===== src/rtl/evo_scheduler_if.sv =====
// evo_scheduler_if: command handshake between the generation scheduler and the update engine
interface evo_scheduler_if;
   logic       evo_req;
   logic [1:0] evo_cmd;
   logic       evo_done;
   modport master (output evo_req, output evo_cmd, input evo_done);
   modport slave  (input evo_req, input evo_cmd, output evo_done);
endinterface


===== src/rtl/evo_scheduler.sv =====
// evo_scheduler: turns speed/mode/random/step keys into serialized STEP and RANDOM engine commands
module evo_scheduler #(
   parameter int BASE_DIV    = 390_625,
   parameter int SPEED_MAX   = 7,
   parameter int RESET_SPEED = 3
) (
   input  logic                   clk,
   input  logic                   rst,
   input  logic                   mode,
   input  logic                   inc_v,
   input  logic                   dec_v,
   input  logic                   rand_key,
   input  logic                   step_key,
   evo_scheduler_if.master        evo,
   output logic [2:0]             speed,
   output logic [15:0]            gen_count,
   output logic                   busy,
   output logic                   overrun
);
   localparam int PW = BASE_DIV > 1 ? $clog2(BASE_DIV) : 1;
   localparam int IW = SPEED_MAX + 1;
   localparam logic [1:0] CMD_STEP = 2'b01;
   localparam logic [1:0] CMD_RAND = 2'b10;

   typedef enum logic {IDLE, BUSY} state_t;

   state_t          state_q, state_d;
   logic [1:0]      cmd_q, cmd_d;
   logic [2:0]      speed_q, speed_d;
   logic [15:0]     gen_q, gen_d;
   logic            ovr_q, ovr_d;
   logic            step_pend_q, step_pend_d;
   logic            rand_pend_q, rand_pend_d;
   logic [PW-1:0]   pre_q, pre_d;
   logic [IW-1:0]   ivl_q, ivl_d;
   logic [4:0]      keys_q, keys_d;
   logic [4:0]      edges;
   logic [IW-1:0]   period;
   logic            tick, expiry;

   // Key edge detection, speed level and the two-stage generation timer
   always_comb begin
      keys_d  = {inc_v, dec_v, rand_key, step_key, mode};
      edges   = keys_d & ~keys_q;
      speed_d = speed_q;
      if (edges[4] && !edges[3] && speed_q != 3'(SPEED_MAX))
         speed_d = speed_q + 3'd1;
      else if (edges[3] && !edges[4] && speed_q != 3'd0)
         speed_d = speed_q - 3'd1;
      period = IW'(1) << (3'(SPEED_MAX) - speed_q);
      tick   = !mode && pre_q == PW'(BASE_DIV - 1);
      expiry = tick && (ivl_q + IW'(1)) == period;
      pre_d  = (mode || tick) ? '0 : pre_q + PW'(1);
      ivl_d  = (mode || speed_d != speed_q || expiry) ? '0 : tick ? ivl_q + IW'(1) : ivl_q;
   end

   // Pending flags and the IDLE/BUSY command sequencer; RANDOM outranks STEP
   always_comb begin
      state_d     = state_q;
      cmd_d       = cmd_q;
      gen_d       = gen_q;
      step_pend_d = step_pend_q;
      rand_pend_d = rand_pend_q;
      if (state_q == IDLE) begin
         if (rand_pend_q) begin
            state_d     = BUSY;
            cmd_d       = CMD_RAND;
            rand_pend_d = 1'b0;
         end else if (step_pend_q) begin
            state_d     = BUSY;
            cmd_d       = CMD_STEP;
            step_pend_d = 1'b0;
         end
      end else if (evo.evo_done) begin
         state_d = IDLE;
         cmd_d   = 2'b00;
         gen_d   = cmd_q == CMD_STEP ? gen_q + 16'd1 : 16'd0;
      end
      // a tick is lost only if the previous step is still waiting after this cycle's issue
      ovr_d = ovr_q | (expiry & step_pend_d);
      if (edges[0]) step_pend_d = 1'b0;
      if (expiry || (mode && edges[1])) step_pend_d = 1'b1;
      if (edges[2]) rand_pend_d = 1'b1;
   end

   // State registers; reset aborts any in-flight command at once
   always_ff @(posedge clk or negedge rst) begin
      if (!rst) begin
         state_q     <= IDLE;
         cmd_q       <= 2'b00;
         speed_q     <= 3'(RESET_SPEED);
         gen_q       <= '0;
         ovr_q       <= 1'b0;
         step_pend_q <= 1'b0;
         rand_pend_q <= 1'b0;
         pre_q       <= '0;
         ivl_q       <= '0;
         keys_q      <= '0;
      end else begin
         state_q     <= state_d;
         cmd_q       <= cmd_d;
         speed_q     <= speed_d;
         gen_q       <= gen_d;
         ovr_q       <= ovr_d;
         step_pend_q <= step_pend_d;
         rand_pend_q <= rand_pend_d;
         pre_q       <= pre_d;
         ivl_q       <= ivl_d;
         keys_q      <= keys_d;
      end
   end

   assign evo.evo_req = state_q == BUSY;
   assign evo.evo_cmd = cmd_q;
   assign busy        = state_q == BUSY;
   assign speed       = speed_q;
   assign gen_count   = gen_q;
   assign overrun     = ovr_q;
endmodule

===== src/flat_wrapper.sv =====
// flat-port wrapper written by rule: the top's interface ports become plain ports
module evo_scheduler_flat 
#(
   parameter int BASE_DIV    = 390_625,
   parameter int SPEED_MAX   = 7,
   parameter int RESET_SPEED = 3
)
  (clk, rst, mode, inc_v, dec_v, rand_key, step_key, speed, gen_count, busy, overrun, evo_evo_req, evo_evo_cmd, evo_evo_done);
  evo_scheduler_if evo_i ();
  input  logic clk;
  input  logic rst;
  input  logic mode;
  input  logic inc_v;
  input  logic dec_v;
  input  logic rand_key;
  input  logic step_key;
  output logic [2:0] speed;
  output logic [15:0] gen_count;
  output logic busy;
  output logic overrun;
  output wire logic [$bits(evo_i.evo_req)-1:0] evo_evo_req;
  output wire logic [$bits(evo_i.evo_cmd)-1:0] evo_evo_cmd;
  input wire logic [$bits(evo_i.evo_done)-1:0] evo_evo_done;
  assign evo_evo_req = evo_i.evo_req;
  assign evo_evo_cmd = evo_i.evo_cmd;
  assign evo_i.evo_done = evo_evo_done;
  evo_scheduler #(.BASE_DIV(BASE_DIV), .SPEED_MAX(SPEED_MAX), .RESET_SPEED(RESET_SPEED)) u_core (.clk(clk), .rst(rst), .mode(mode), .inc_v(inc_v), .dec_v(dec_v), .rand_key(rand_key), .step_key(step_key), .evo(evo_i), .speed(speed), .gen_count(gen_count), .busy(busy), .overrun(overrun));
endmodule

===== config.mk =====
export PLATFORM = sky130hd
export DESIGN_NAME = evo_scheduler_flat
export DESIGN_NICKNAME = d
export VERILOG_FILES = /design/src/rtl/evo_scheduler_if.sv /design/src/rtl/evo_scheduler.sv /design/src/flat_wrapper.sv
export SDC_FILE = /design/constraint.sdc
export NUM_CORES = 1
export LEC_CHECK = 0
export ABC_AREA = 1
export CORE_MARGIN = 4
export CORE_UTILIZATION = 50
export CTS_BUF_LIST = sky130_fd_sc_hd__clkbuf_8
export DETAILED_ROUTE_END_ITERATION = 10
export PLACE_DENSITY = 0.71
export SLEW_MARGIN = 20
export SYNTH_ARGS = -nofsm -noshare
export SYNTH_HDL_FRONTEND = slang
export SYNTH_SLANG_ARGS = --single-unit
export TNS_END_PERCENT = 20

===== constraint.sdc =====
create_clock -name clk -period 2.65 [get_ports clk]
set_clock_uncertainty 0.15 [all_clocks]
set_input_delay 0.53 -clock clk [delete_from_list [all_inputs] [get_ports clk]]
set_output_delay 0.53 -clock clk [all_outputs]
set_load 0.02 [all_outputs]

=== Yosys cells after proc, flatten, opt, wreduce, memory -nomap -nowiden ===
Index checks and enable logic that the tools add are counted.

* Flip-flop bits (word level): 57
* Bits in latches: 0
* Memory bits (writable): 0
* Bits in read-only memories: 0
* Input port bits: 8
* Output and inout port bits: 24
* Word-level logic and storage cells: 67
* Memories: 0

* Add/subtract/negate cells: 6
* Multipliers: 0
* Div/mod/pow operators: 0
* Magnitude comparators: 0
* Eq/ne operators: 7
* Shifts and indexed selects: 1
* Mux-type cells: 20
* Bitwise operators: 4
* Reduce and logical (&&, ||, !) cells: 19

{| class="wikitable"
|+ Operators with widths
! kind !! number
|-
| $add A19 B1 Y19 const B || 1
|-
| $eq A19 B19 Y1 const B || 1
|-
| $mux W19 || 1
|-
| $add A16 B1 Y16 const B || 1
|-
| $mux W16 || 1
|-
| $mux W8 || 2
|-
| $mux W1 || 10
|-
| $add A8 B1 Y8 const B || 1
|-
| $eq A8 B8 Y1 || 1
|-
| $mux W2 || 4
|-
| $shl A1 B3 Y8 const A || 1
|-
| $logic_and A1 B1 Y1 || 7
|-
| $mux W3 || 2
|-
| $reduce_bool A3 Y1 || 2
|-
| $and A5 B5 Y5 || 1
|-
| $not A5 Y5 || 1
|-
| $logic_or A1 B1 Y1 || 4
|-
| $ne A2 B2 Y1 const B || 2
|-
| $reduce_and A2 Y1 || 2
|-
| $add A3 B1 Y3 const B || 1
|-
| $logic_not A1 Y1 || 3
|-
| $ne A3 B3 Y1 || 1
|-
| $ne A3 B3 Y1 const B || 1
|-
| $sub A3 B1 Y3 const B || 1
|-
| 5 further kinds || 5
|}

=== Depth between registers and ports, before layout ===
* Depth in word-level cells: 11
* Gate-level depth with buffers: 13
* Mapped depth without buffers: 13

=== Worst setup path before layout ===
No wires, ideal clock.

* Path type: flip-flop to flip-flop
* Start: register u_core.speed_q[0], in the netlist u_core.speed[0]
* End: register u_core.ivl_q[0]
* Setup time: 0.120 ns
* Data arrival time: 1.659 ns
* Required time: 2.380 ns
* Slack: 0.721 ns
* Stages on the path, launching flop included: 13
* Buffers on the path: 0
* Clock period less this slack: 1.929 ns
* Cell sequence: dfstp_2 inv_1 ha_1 nand3_1 nand2_1 nor2_1 nand3_1 nor2_1 nand2_1 nor2_1 nand2_2 nand2_4 nor2_1

* Word-level cells in the longest chain between the ends: 8
* Elaborated cells on any way between the ends: 17
* Those cells by class: add/sub (3); eq/ne (3); shift (1); mux (3); reduce/logical (7)

{| class="wikitable"
|+ RTL lines
! what !! line !! RTL
|-
| start: declaration || evo_scheduler.sv:29 || <nowiki>logic [2:0] speed_q, speed_d;</nowiki>
|-
| start signal: assignment || evo_scheduler.sv:91 || <nowiki>speed_q <= 3'(RESET_SPEED);</nowiki>
|-
| start signal: assignment || evo_scheduler.sv:102 || <nowiki>speed_q <= speed_d;</nowiki>
|-
| parallel branches: the longest is 6 deep, another holds $sub A3 B1 Y3 || - ||
|-
| $logic_or A1 B1 Y1 (*) || evo_scheduler.sv:54 || <nowiki>ivl_d = (mode || speed_d != speed_q || expiry) ? '0 : tick ? ivl_q + IW'(1) : ivl_q;</nowiki>
|-
| $mux W8 / $reduce_bool A2 Y1 (equally long branches) || - ||
|-
| end signal: assignment || evo_scheduler.sv:108 || <nowiki>ivl_q <= ivl_d;</nowiki>
|-
| end: declaration || evo_scheduler.sv:35 || <nowiki>logic [IW-1:0] ivl_q, ivl_d;</nowiki>
|}

Mark *: on every way between the ends.
A chain may end at the register's enable or synchronous reset.

=== Final worst setup path ===
* Start: register u_core.speed_q[0], in the netlist u_core.speed[0]
* End: output port speed[0]

{| class="wikitable"
|+ RTL lines
! what !! line !! RTL
|-
| end: declaration || flat_wrapper.sv:17 || <nowiki>output logic [2:0] speed;</nowiki>
|}

No word-level cell between the ends.

==> flow_metrics.py <==
metrics = {
    "placement": {
        "gp_congestion": 0.855,
        "dp_hpwl_um": 5250,
        "io_buffer_count": 31,
        "placed_cells": 539,
    },
    "finish": {
        "n_antenna_cell": 0,
        "nNetsFinal": 491,
        "fin_util_pct": 61.0,
        "syn_to_final_growth_pct": 18.4,
        "final_cells": 555,
        "fillers": 566,
        "drive_above_1_share_pct": 10.0,
    },
    "setup_path": {
        "crit_required_ns": 1.97,
        "path_cells": "clkdlybuf4s50_1",
        "critPathMaxFanout": 6,
        "path_buf_inv": 1,
        "crit_path_top_delay_cell": "clkdlybuf4s50_1",
        "start_kind": "register",
        "crit_family": "buffers and inverters",
        "path_class": "reg -> out",
        "end_kind": "output pin",
        "cpPeakStageDelay_ns": 0.63,
        "cp.arrival_ns": 1.57,
    },
    "synthesis": {
        "synth_most_common_cell": "nand2_1",
        "ys_seq_area_share_pct": 43.7,
        "synthCells": 432,
        "synth_compound_area_share_pct": 8.19,
        "synth.area.top_cells": "dfrtp_1 42%, nand2_1 10%, inv_1 7.7%",
        "synthAdderAreaFrac_pct": 3.83,
        "synth_edf_count": 0,
        "syn-num-nets": 450,
        "ys_ff_latch": 57,
        "syn-mean-instance-area_um2": 7.57,
        "ys_async_sr_fraction_pct": 100,
        "synth_warnings": 0,
        "syn_area_um2": 3270,
        "ys_types": 35,
        "synth_top_family_by_area": "simple AND/OR/NAND/NOR gates",
        "yosys-top-cells-count": "91 x nand2_1, 67 x inv_1, 61 x nor2_1",
        "yosysTopAreaCellShare_pct": 42.1,
        "synth_top_area_cell": "dfrtp_1",
        "ys.flop_type": "dfrtp_1",
        "yosys.area_share.simple_pct": 33.5,
        "synth.area.mux_share_pct": 0,
        "synth_xor_area_share_pct": 1.88,
    },
    "drt": {
        "viasPerCell": 5.04,
        "vias": 2799,
        "dr.pass1.iters": 4,
        "antenna_left": 0,
        "routed_wl_um": 6830,
        "avgRoutedWirePerCell_um": 12.3,
        "drtIter0Drc": 104,
        "drcViolationCount": 0,
    },
    "clock_network": {
        "cts_resized": 0,
        "cts_sinks": 57,
        "clock_latency_ns": 0.34,
        "clk_path_buf_depth": 2,
        "clockRootBuffer": "clkbuf_8",
        "numCtsBuffers": 9,
        "cts_setup_buffers": 0,
        "ctsHoldBuffers": 0,
        "htree_levels": 3,
        "cts_tree": "built",
        "path_clk_slew_ns": 0.07,
    },
    "sta": {
        "final_max_slew_viol_count": 0,
        "finalSetupViolCount": 0,
        "slew_headroom_pct": 62.6,
        "setup-tns-final_ns": 0,
        "timing.final.crit_period_ns": 2.25,
        "tightest_slew_ns": 0.560,
        "rsz0062_at_grt": "false",
        "fmax_mhz": 445,
        "hold_viol_final": 0,
        "fin_crit_sh_pct": 84.8,
    },
    "floorplanning": {
        "core_area_um2": 6350,
        "die-width_um": 88.9,
        "start_util_pct": 51.5,
        "placementRows": 29,
        "die_h_um": 88.9,
        "io_pins": 32,
        "dieArea_um2": 7900,
    },
    "flow_run": {
        "max_cap_violations": 0,
    },
    "global_route": {
        "grt_pass1_wl_um": 11900,
        "grt_max_degree": 25,
        "first_global_vias": 2678,
        "overflow": 0,
        "antenna_found_initial": 0,
        "grt_use_total_pct": 19.5,
    },
    "outcome": {
        "outcome": "finished clean",
    },
    "power_and_ir_drop": {
        "power_density_nw_per_um2": 663,
        "irDropWorstVdd_mv": 0.344,
        "p_leak_nw": 1.76,
        "fin_total_pwr_mw": 2.57,
    },
    "min_path": {
        "hold_class": "in -> async",
    },
}
## per-layer routing
metal	vias to the layer above	routed length, um	global-route usage [%]
met5	-	0	0
met4	0	78	7.28
met3	9	268	4.56
met2	44	3190	30.8
met1	1288	3300	26.0
li1	1458	-	-
## metrics by stage
stage / cell area [um^2] / hold slack, ns / worst slack [ns]
5_1_grt: 3870 / 0.0623 / 0.360
2_1_floorplan: 3270 / 0.0844 / 0.721
3_3_place_gp: 3660 / 0.287 / 0.411
6_report: 3870 / 0.0289 / 0.402
4_1_cts: 3870 / 0.0378 / 0.376
3_5_place_dp: 3660 / 0.294 / 0.360
## final cells by class
class	instances	area [um^2]	share of cell area, %
clock buffer	9	124	3.20
clock inverter	7	86.3	2.23
inverter	69	260	6.72
multi-input combinational	302	1550	40.0
sequential	57	1430	36.9
tap	77	96.3	2.49
timing repair buffer	34	328	8.47
## registers in the layout (all words and copies together) (netlist names)
name,cells
u_core.step_pend_q,1
u_core.ivl_q,8
u_core.busy,1
u_core.keys_q,5
u_core.pre_q,19
u_core.evo.evo_cmd,2
u_core.speed,3
u_core.rand_pend_q,1
u_core.gen_count,16
u_core.overrun,1
## path summary, 6_finish.rpt
kind                                  start             endpoint  slack [ns]  cells after the start
max                         u_core.speed[0]             speed[0]        0.40                      1
min                                     rst  u_core.gen_count[7]        0.03                      1
max reg2reg                 u_core.speed[0]      u_core.ivl_q[0]        0.56                     12
min reg2reg                u_core.keys_q[2]   u_core.rand_pend_q        0.30                      1
max in group asynchronous               rst      u_core.speed[0]        1.63                      2
min in group clk           u_core.keys_q[2]   u_core.rand_pend_q        0.30                      1
## placed cells by master (no fill, tap or decap), types with 2 or more instances in the layout
cell / Yosys / layout
dfrtp_1: 55 / 55
ha_1: 10 / 10
nand3_1: 30 / 30
nor2_2: 6 / 6
nor3b_1: 3 / 3
buf_4: 2 / 3
nand4_1: 5 / 5
clkbuf_8: 0 / 9
o21ai_0: 18 / 18
nand2_1: 91 / 91
nor3_1: 17 / 17
nor2_1: 61 / 61
nand2_4: 4 / 4
clkinv_2: 1 / 4
xor2_1: 6 / 6
o21ai_1: 2 / 2
inv_1: 67 / 68
clkdlybuf4s50_1: 0 / 30
bufinv_16: 0 / 2
nand2_2: 8 / 8
dfstp_2: 2 / 2
o21a_1: 2 / 2
o22ai_1: 2 / 2
nor2_4: 5 / 5
a21oi_1: 21 / 21
a31oi_1: 2 / 2
## logic make-up after synthesis
group                      Yosys count
AOI/OAI and AO/OA                   50
DFF                                 57
xor gates and xnor gates             7
buffers and inverters               73
and+or+nand+nor                    235
adders and majority gates           10
## where the power goes
group          internal (mW)  switching [mW]
combinational          0.256           0.378
sequential             0.950           0.104
clock                  0.520           0.360
Power figures use the tool's default switching activity.
==> RTL change 1, RTL diff (same settings) <==
`BASE_DIV` is set to 390_625 in 2 places; all go to 97_656.
--- a/src/rtl/evo_scheduler.sv
+++ b/src/rtl/evo_scheduler.sv
@@ -1,5 +1,5 @@
 // evo_scheduler: turns speed/mode/random/step keys into serialized STEP and RANDOM engine commands
 module evo_scheduler #(
-   parameter int BASE_DIV    = 390_625,
+   parameter int BASE_DIV    = 97_656,
    parameter int SPEED_MAX   = 7,
    parameter int RESET_SPEED = 3
--- a/src/flat_wrapper.sv
+++ b/src/flat_wrapper.sv
@@ -2,5 +2,5 @@
 module evo_scheduler_flat 
 #(
-   parameter int BASE_DIV    = 390_625,
+   parameter int BASE_DIV    = 97_656,
    parameter int SPEED_MAX   = 7,
    parameter int RESET_SPEED = 3
Formal check against the unedited RTL: no difference found for any inputs over 10 cycles, from zero or initial values and one cycle with rst low; that may be too few to reach the edited logic, so the function may still have changed.
==> RTL change 1 against the original RTL <==
- total power down 19%
- worst setup slack improved by 35 ps
- non-clock buffer count is 1 lower
- critical endpoint unchanged
- largest power group unchanged
- critical path type unchanged
- critical path depth stayed put
- routed wire length down 4.3%
- design area is 4.2% lower
- sequential cell count fell by 2
- sequential share of layout area increased by 0.27 points
- final cell count is 1.4% lower
- synthesized cell count up 0.69%
- highest routed layer unchanged
- synthesized area fell by 1.6%
==> RTL change 1: results (changes against the original RTL) <==
[status]
status = finished clean

[global_route]
first_global_vias = 2725  ; +1.8%
globalRouteMet3Util_pct = 3.63  ; -0.93 points
grt.total_usage_pct = 18.9  ; -0.60 points
wire_length_of_the_first_global_routing_pass_um = 11800  ; -0.87%
grt_start_max_net_pins = 56  ; +120%

[timing]
hold-worst-slack_ps = 39.5  ; +10.6 ps
achievable_frequency_ghz = 0.452  ; +1.6%
tightestPinTransition_ps = 474  ; -86.0 ps

[clocking]
cts.clk_slew.worst_paths_ps = 90  ; +20 ps
cts_made_buffers = 5  ; -4
htree_levels = 2  ; -1
clock_latency_ps = 300  ; -40 ps

[worst_setup_path]
setup_slack_of_the_worst_register_to_register_path_ps = 650  ; +90 ps
arrival_time_at_the_worst_endpoint_ps = 1530  ; -40 ps

[placed_design]
setup_ws_pre_cts_ps = 367  ; +6.77 ps
place.gp.congestion = 0.839  ; -1.9%

[layout]
nNetsFinal = 489  ; -0.41%
largest_register_ffs = 17  ; -2
layout-drive-gt1-share_pct = 7.84  ; -2.2 points

[route]
wire_per_inst_um = 12.0  ; -2.9%
initialDrtViolationCount = 122  ; +17%
viasPerCell = 5.11  ; +1.3%

[yosys]
most_numerous_cell_types_in_the_synthesized_netlist = sky130_fd_sc_hd__nand2_1, sky130_fd_sc_hd__inv_1, sky130_fd_sc_hd__nor2_1
synthTopCellsByArea = sky130_fd_sc_hd__dfrtp_1, sky130_fd_sc_hd__nand2_1, sky130_fd_sc_hd__inv_1, sky130_fd_sc_hd__nor2_1, sky130_fd_sc_hd__nand3_1
synth-seq-area-share_pct = 42.8  ; -0.86 points
synthDistinctLibCells = 33  ; -5.7%
post_syn_nets = 452  ; +0.44%

[power]
max-vdd-ir-drop_uv = 474  ; +38%
power_switching_share_pct = 34.6  ; +1.9 points

RTL change 1: changes by cell type in the layout (fill, tap and decap cells not counted), sizes merged, moves of 2 or more:
cell / delta
a21oi: -8
nand3: +11
nor2: -5
bufinv: -2
inv: +2
nand2: +9
dfrtp: -2
nor3b: -3
o21bai: +2
nor3: -7
nand4: +3
clkbuf: -3
clkinv: -3
RTL change 1: final timing paths:
path | startpoint | end | cells after the start
setup / recovery | u_core.speed[0] | speed[0] | 1
hold / removal | rst | u_core.gen_count[7] | 2
setup reg to reg | u_core.speed[0] | u_core.ivl_q[4] | 10
hold reg to reg | u_core.keys_q[2] | u_core.rand_pend_q | 1
max in group asynchronous | rst | u_core.speed[1] | 2
min in group clk | u_core.keys_q[2] | u_core.rand_pend_q | 1
RTL change 1: power groups by stage:
stage / Clock [mW] / Combinational [mW] / Sequential, mW
detailed placement: 0 / 0.611 / 1.02
global route: 0.520 / 0.691 / 1.02
finish: 0.471 / 0.611 / 1.00
floorplan: 0 / 0.359 / 1.05
CTS: 0.492 / 0.615 / 1.00
global placement: 0 / 0.599 / 1.02
RTL change 1: layout make-up:
class,instances,area [sq um]
clock inverter,1,5.00
clock buffer,6,82.6
inverter,71,272
multi-input combinational,306,1550
sequential,55,1380
timing repair buffer,33,333
tap,75,93.8
fill,570,2390
RTL change 1: through the flow:
step	instances	instance area, sq um
after floorplan	435	3220
after global placement	540	3620
after detailed placement	540	3620
after CTS	547	3710
after global routing	547	3710
final	547	3710
RTL change 1: kinds of logic (layout without fill, tap and decap cells):
| group | Yosys count | in the layout | share of synthesized area (%) |
|---|---|---|---|
| flip-flops | 55 | 55 | 42.8 |
| adder cells (fa/ha/maj) | 9 | 9 | 3.50 |
| buffers and inverters | 74 | 111 | 9.14 |
| AO/OA/AOI/OAI | 42 | 42 | 7.08 |
| XOR/XNOR | 9 | 9 | 2.45 |
| AND/OR/NAND/NOR | 246 | 246 | 35.0 |
RTL change 1: layer usage:
| layer | share of wire, % | up-vias |
|---|---|---|
| met5 | 0 | - |
| met4 | 1.4 | 0 |
| met3 | 4.3 | 9 |
| met2 | 45 | 58 |
| met1 | 49 | 1276 |
| li1 | - | 1452 |
==> RTL change 2, RTL diff (same flow settings) <==
Without the edit above. Make the reset (`rst`) synchronous in one clocked block.
--- a/src/rtl/evo_scheduler.sv
+++ b/src/rtl/evo_scheduler.sv
@@ -85,5 +85,5 @@
 
    // State registers; reset aborts any in-flight command at once
-   always_ff @(posedge clk or negedge rst) begin
+   always_ff @(posedge clk) begin
       if (!rst) begin
          state_q     <= IDLE;
Function: differs if rst is asserted again (counterexample within 4 cycles, from zero or initial values and one cycle with rst low); with rst held inactive, the same outputs for 10 cycles.
==> RTL change 2 against the original RTL <==
- worst setup slack gained 53 ps
- synthesized area shrank 7.3%
- sequential cell count is the same
- count of clock-buffer cells in the layout grew 1
- critical path depth is the same
- design area shrank 6.3%
- routed wire length shrank 11%
Power is not compared: it rests on default switching activity, and its combinational part moved more than twofold at a synthesized area within 25%.
==> RTL change 2: results (changes against the original RTL) <==
[status]
status = finished clean

[power]
power_switching_share_pct = 26.1
power.static_leakage_nw = 1.49

[yosys]
post_syn_nets = 461  ; +2.4%
most_numerous_cell_types_in_the_synthesized_netlist = sky130_fd_sc_hd__nand2_1, sky130_fd_sc_hd__inv_1, sky130_fd_sc_hd__dfxtp_1, sky130_fd_sc_hd__nor2_1, sky130_fd_sc_hd__o21ai_0
asyncSetResetFlopFracSynth_pct = 0  ; -100 points
synthDistinctLibCells = 32  ; -8.6%
synthTopCellsByArea = sky130_fd_sc_hd__dfxtp_1, sky130_fd_sc_hd__nand2_1, sky130_fd_sc_hd__inv_1, sky130_fd_sc_hd__nor2_1, sky130_fd_sc_hd__o21ai_0
synth_area_per_cell_sq_um = 6.84  ; -9.6%
synth-main-ff-cell = sky130_fd_sc_hd__dfxtp_1
synth-seq-area-share_pct = 37.7  ; -6.0 points

[route]
vias = 2721  ; -2.8%
final_wirelength_um = 6060  ; -11%
viasPerCell = 4.83  ; -4.2%
initialDrtViolationCount = 144  ; +38%
drtPass1Iterations = 4  ; unchanged

[worst_setup_path]
worst_path_largest_cell_delay_ps = 670  ; +40 ps
timing.critical_path.to = speed[2]
crit_fanout = 10  ; +4
cp-startpoint = u_core.speed[2]
rr_endpoint = u_core.ivl_q[4]
setup_slack_of_the_worst_register_to_register_path_ps = 610  ; +50 ps
crit-reg2reg-launch = u_core.ivl_q[0]
arrival_time_at_the_worst_endpoint_ps = 1520  ; -50 ps

[global_route]
grt.total_usage_pct = 17.9  ; -1.6 points
first_global_vias = 2494  ; -6.9%
wire_length_of_the_first_global_routing_pass_um = 10500  ; -12%
grt_start_max_net_pins = 14  ; -44%

[placed_design]
port-buffer-count = 31  ; unchanged
dpl.hpwl_um = 4620  ; -12%
place.gp.congestion = 0.854  ; -0.19%
total_placed_cells_including_tap_cells = 547  ; +1.5%

[hold_path]
worst_min_delay_path_category = register to register

[clocking]
cts_setup_buffers = 0  ; unchanged
htree_levels = 3  ; unchanged
clk_root_buffer_cell = sky130_fd_sc_hd__clkbuf_8
cts_repair_resize_count = 0  ; unchanged

[layout]
nNetsFinal = 501  ; +2.0%
layout-drive-gt1-share_pct = 9.22  ; -0.82 points
num-fill-cells = 558  ; -1.4%

[timing]
relSlewSlack_pct = 63.7  ; +1.1 points

==> RTL change 2: changes by cell type after synthesis, sizes merged, moves of 3 or more <==
| cell | delta |
|---|---|
| nor2 | -6 |
| nor3 | -9 |
| dfrtp | -55 |
| a21oi | +6 |
| xor2 | -3 |
| o21ai | +8 |
| dfxtp | +57 |
| inv | +12 |
==> RTL change 2: how the worst min path moves through the flow <==
stage | startpoint | end | slack [ps] | cells past startpoint
after floorplan | u_core.keys_q[2] | u_core.rand_pend_q | 250 | 1
after global placement | u_core.keys_q[2] | u_core.rand_pend_q | 250 | 1
after detailed placement | u_core.keys_q[2] | u_core.rand_pend_q | 260 | 1
after CTS | u_core.keys_q[2] | u_core.rand_pend_q | 270 | 1
after global routing | u_core.keys_q[2] | u_core.rand_pend_q | 300 | 1
final | u_core.keys_q[2] | u_core.rand_pend_q | 270 | 1
==> RTL change 2: area by class of cell <==
type	count	area share, %
well taps	75	2.59
clock inverters	6	1.83
repair buffers	34	9.17
clock buffers	10	3.79
inverters	81	8.51
multi-input cells	300	42.7
flip-flops and latches	57	31.4
==> RTL change 2: cell families (layout without fill, tap and decap cells) <==
group | Yosys count | in the layout | share of synthesized area [%]
xor gates and xnor gates | 4 | 4 | 1.16
AOI/OAI and AO/OA | 66 | 66 | 11.8
and+or+nand+nor | 220 | 220 | 34.1
buffers and inverters | 86 | 131 | 11.2
DFF | 57 | 57 | 37.7
adders and majority gates | 10 | 10 | 4.13
==> RTL change 2: stage by stage <==
step | hold WS [ps] | setup slack [ps] | power [mW] | instance area [sq um]
after CTS | 272 | 418 | 1.92 | 3630
after detailed placement | 262 | 227 | 1.08 | 3430
final | 265 | 455 | 1.89 | 3630
after global placement | 252 | 288 | 1.07 | 3430
after global routing | 304 | 372 | 1.98 | 3630
after floorplan | 249 | 804 | 1.02 | 3030
==> RTL change 2: power by group through the flow <==
| stage | registers [mW] | logic [mW] | clock network [mW] |
|---|---|---|---|
| global route | 0.894 | 0.185 | 0.905 |
| floorplan | 0.915 | 0.101 | 0 |
| finish | 0.891 | 0.165 | 0.839 |
| detailed placement | 0.911 | 0.164 | 0 |
| global placement | 0.911 | 0.162 | 0 |
| CTS | 0.891 | 0.166 | 0.864 |
==> RTL change 2: layer usage <==
layer  GRT usage, %  wire length [um]  vias up
li1               -                 -     1472
met1           22.7              2960     1198
met2           28.3              2710       46
met3           5.09               315        5
met4           7.77                71        0
met5              0                 0        -
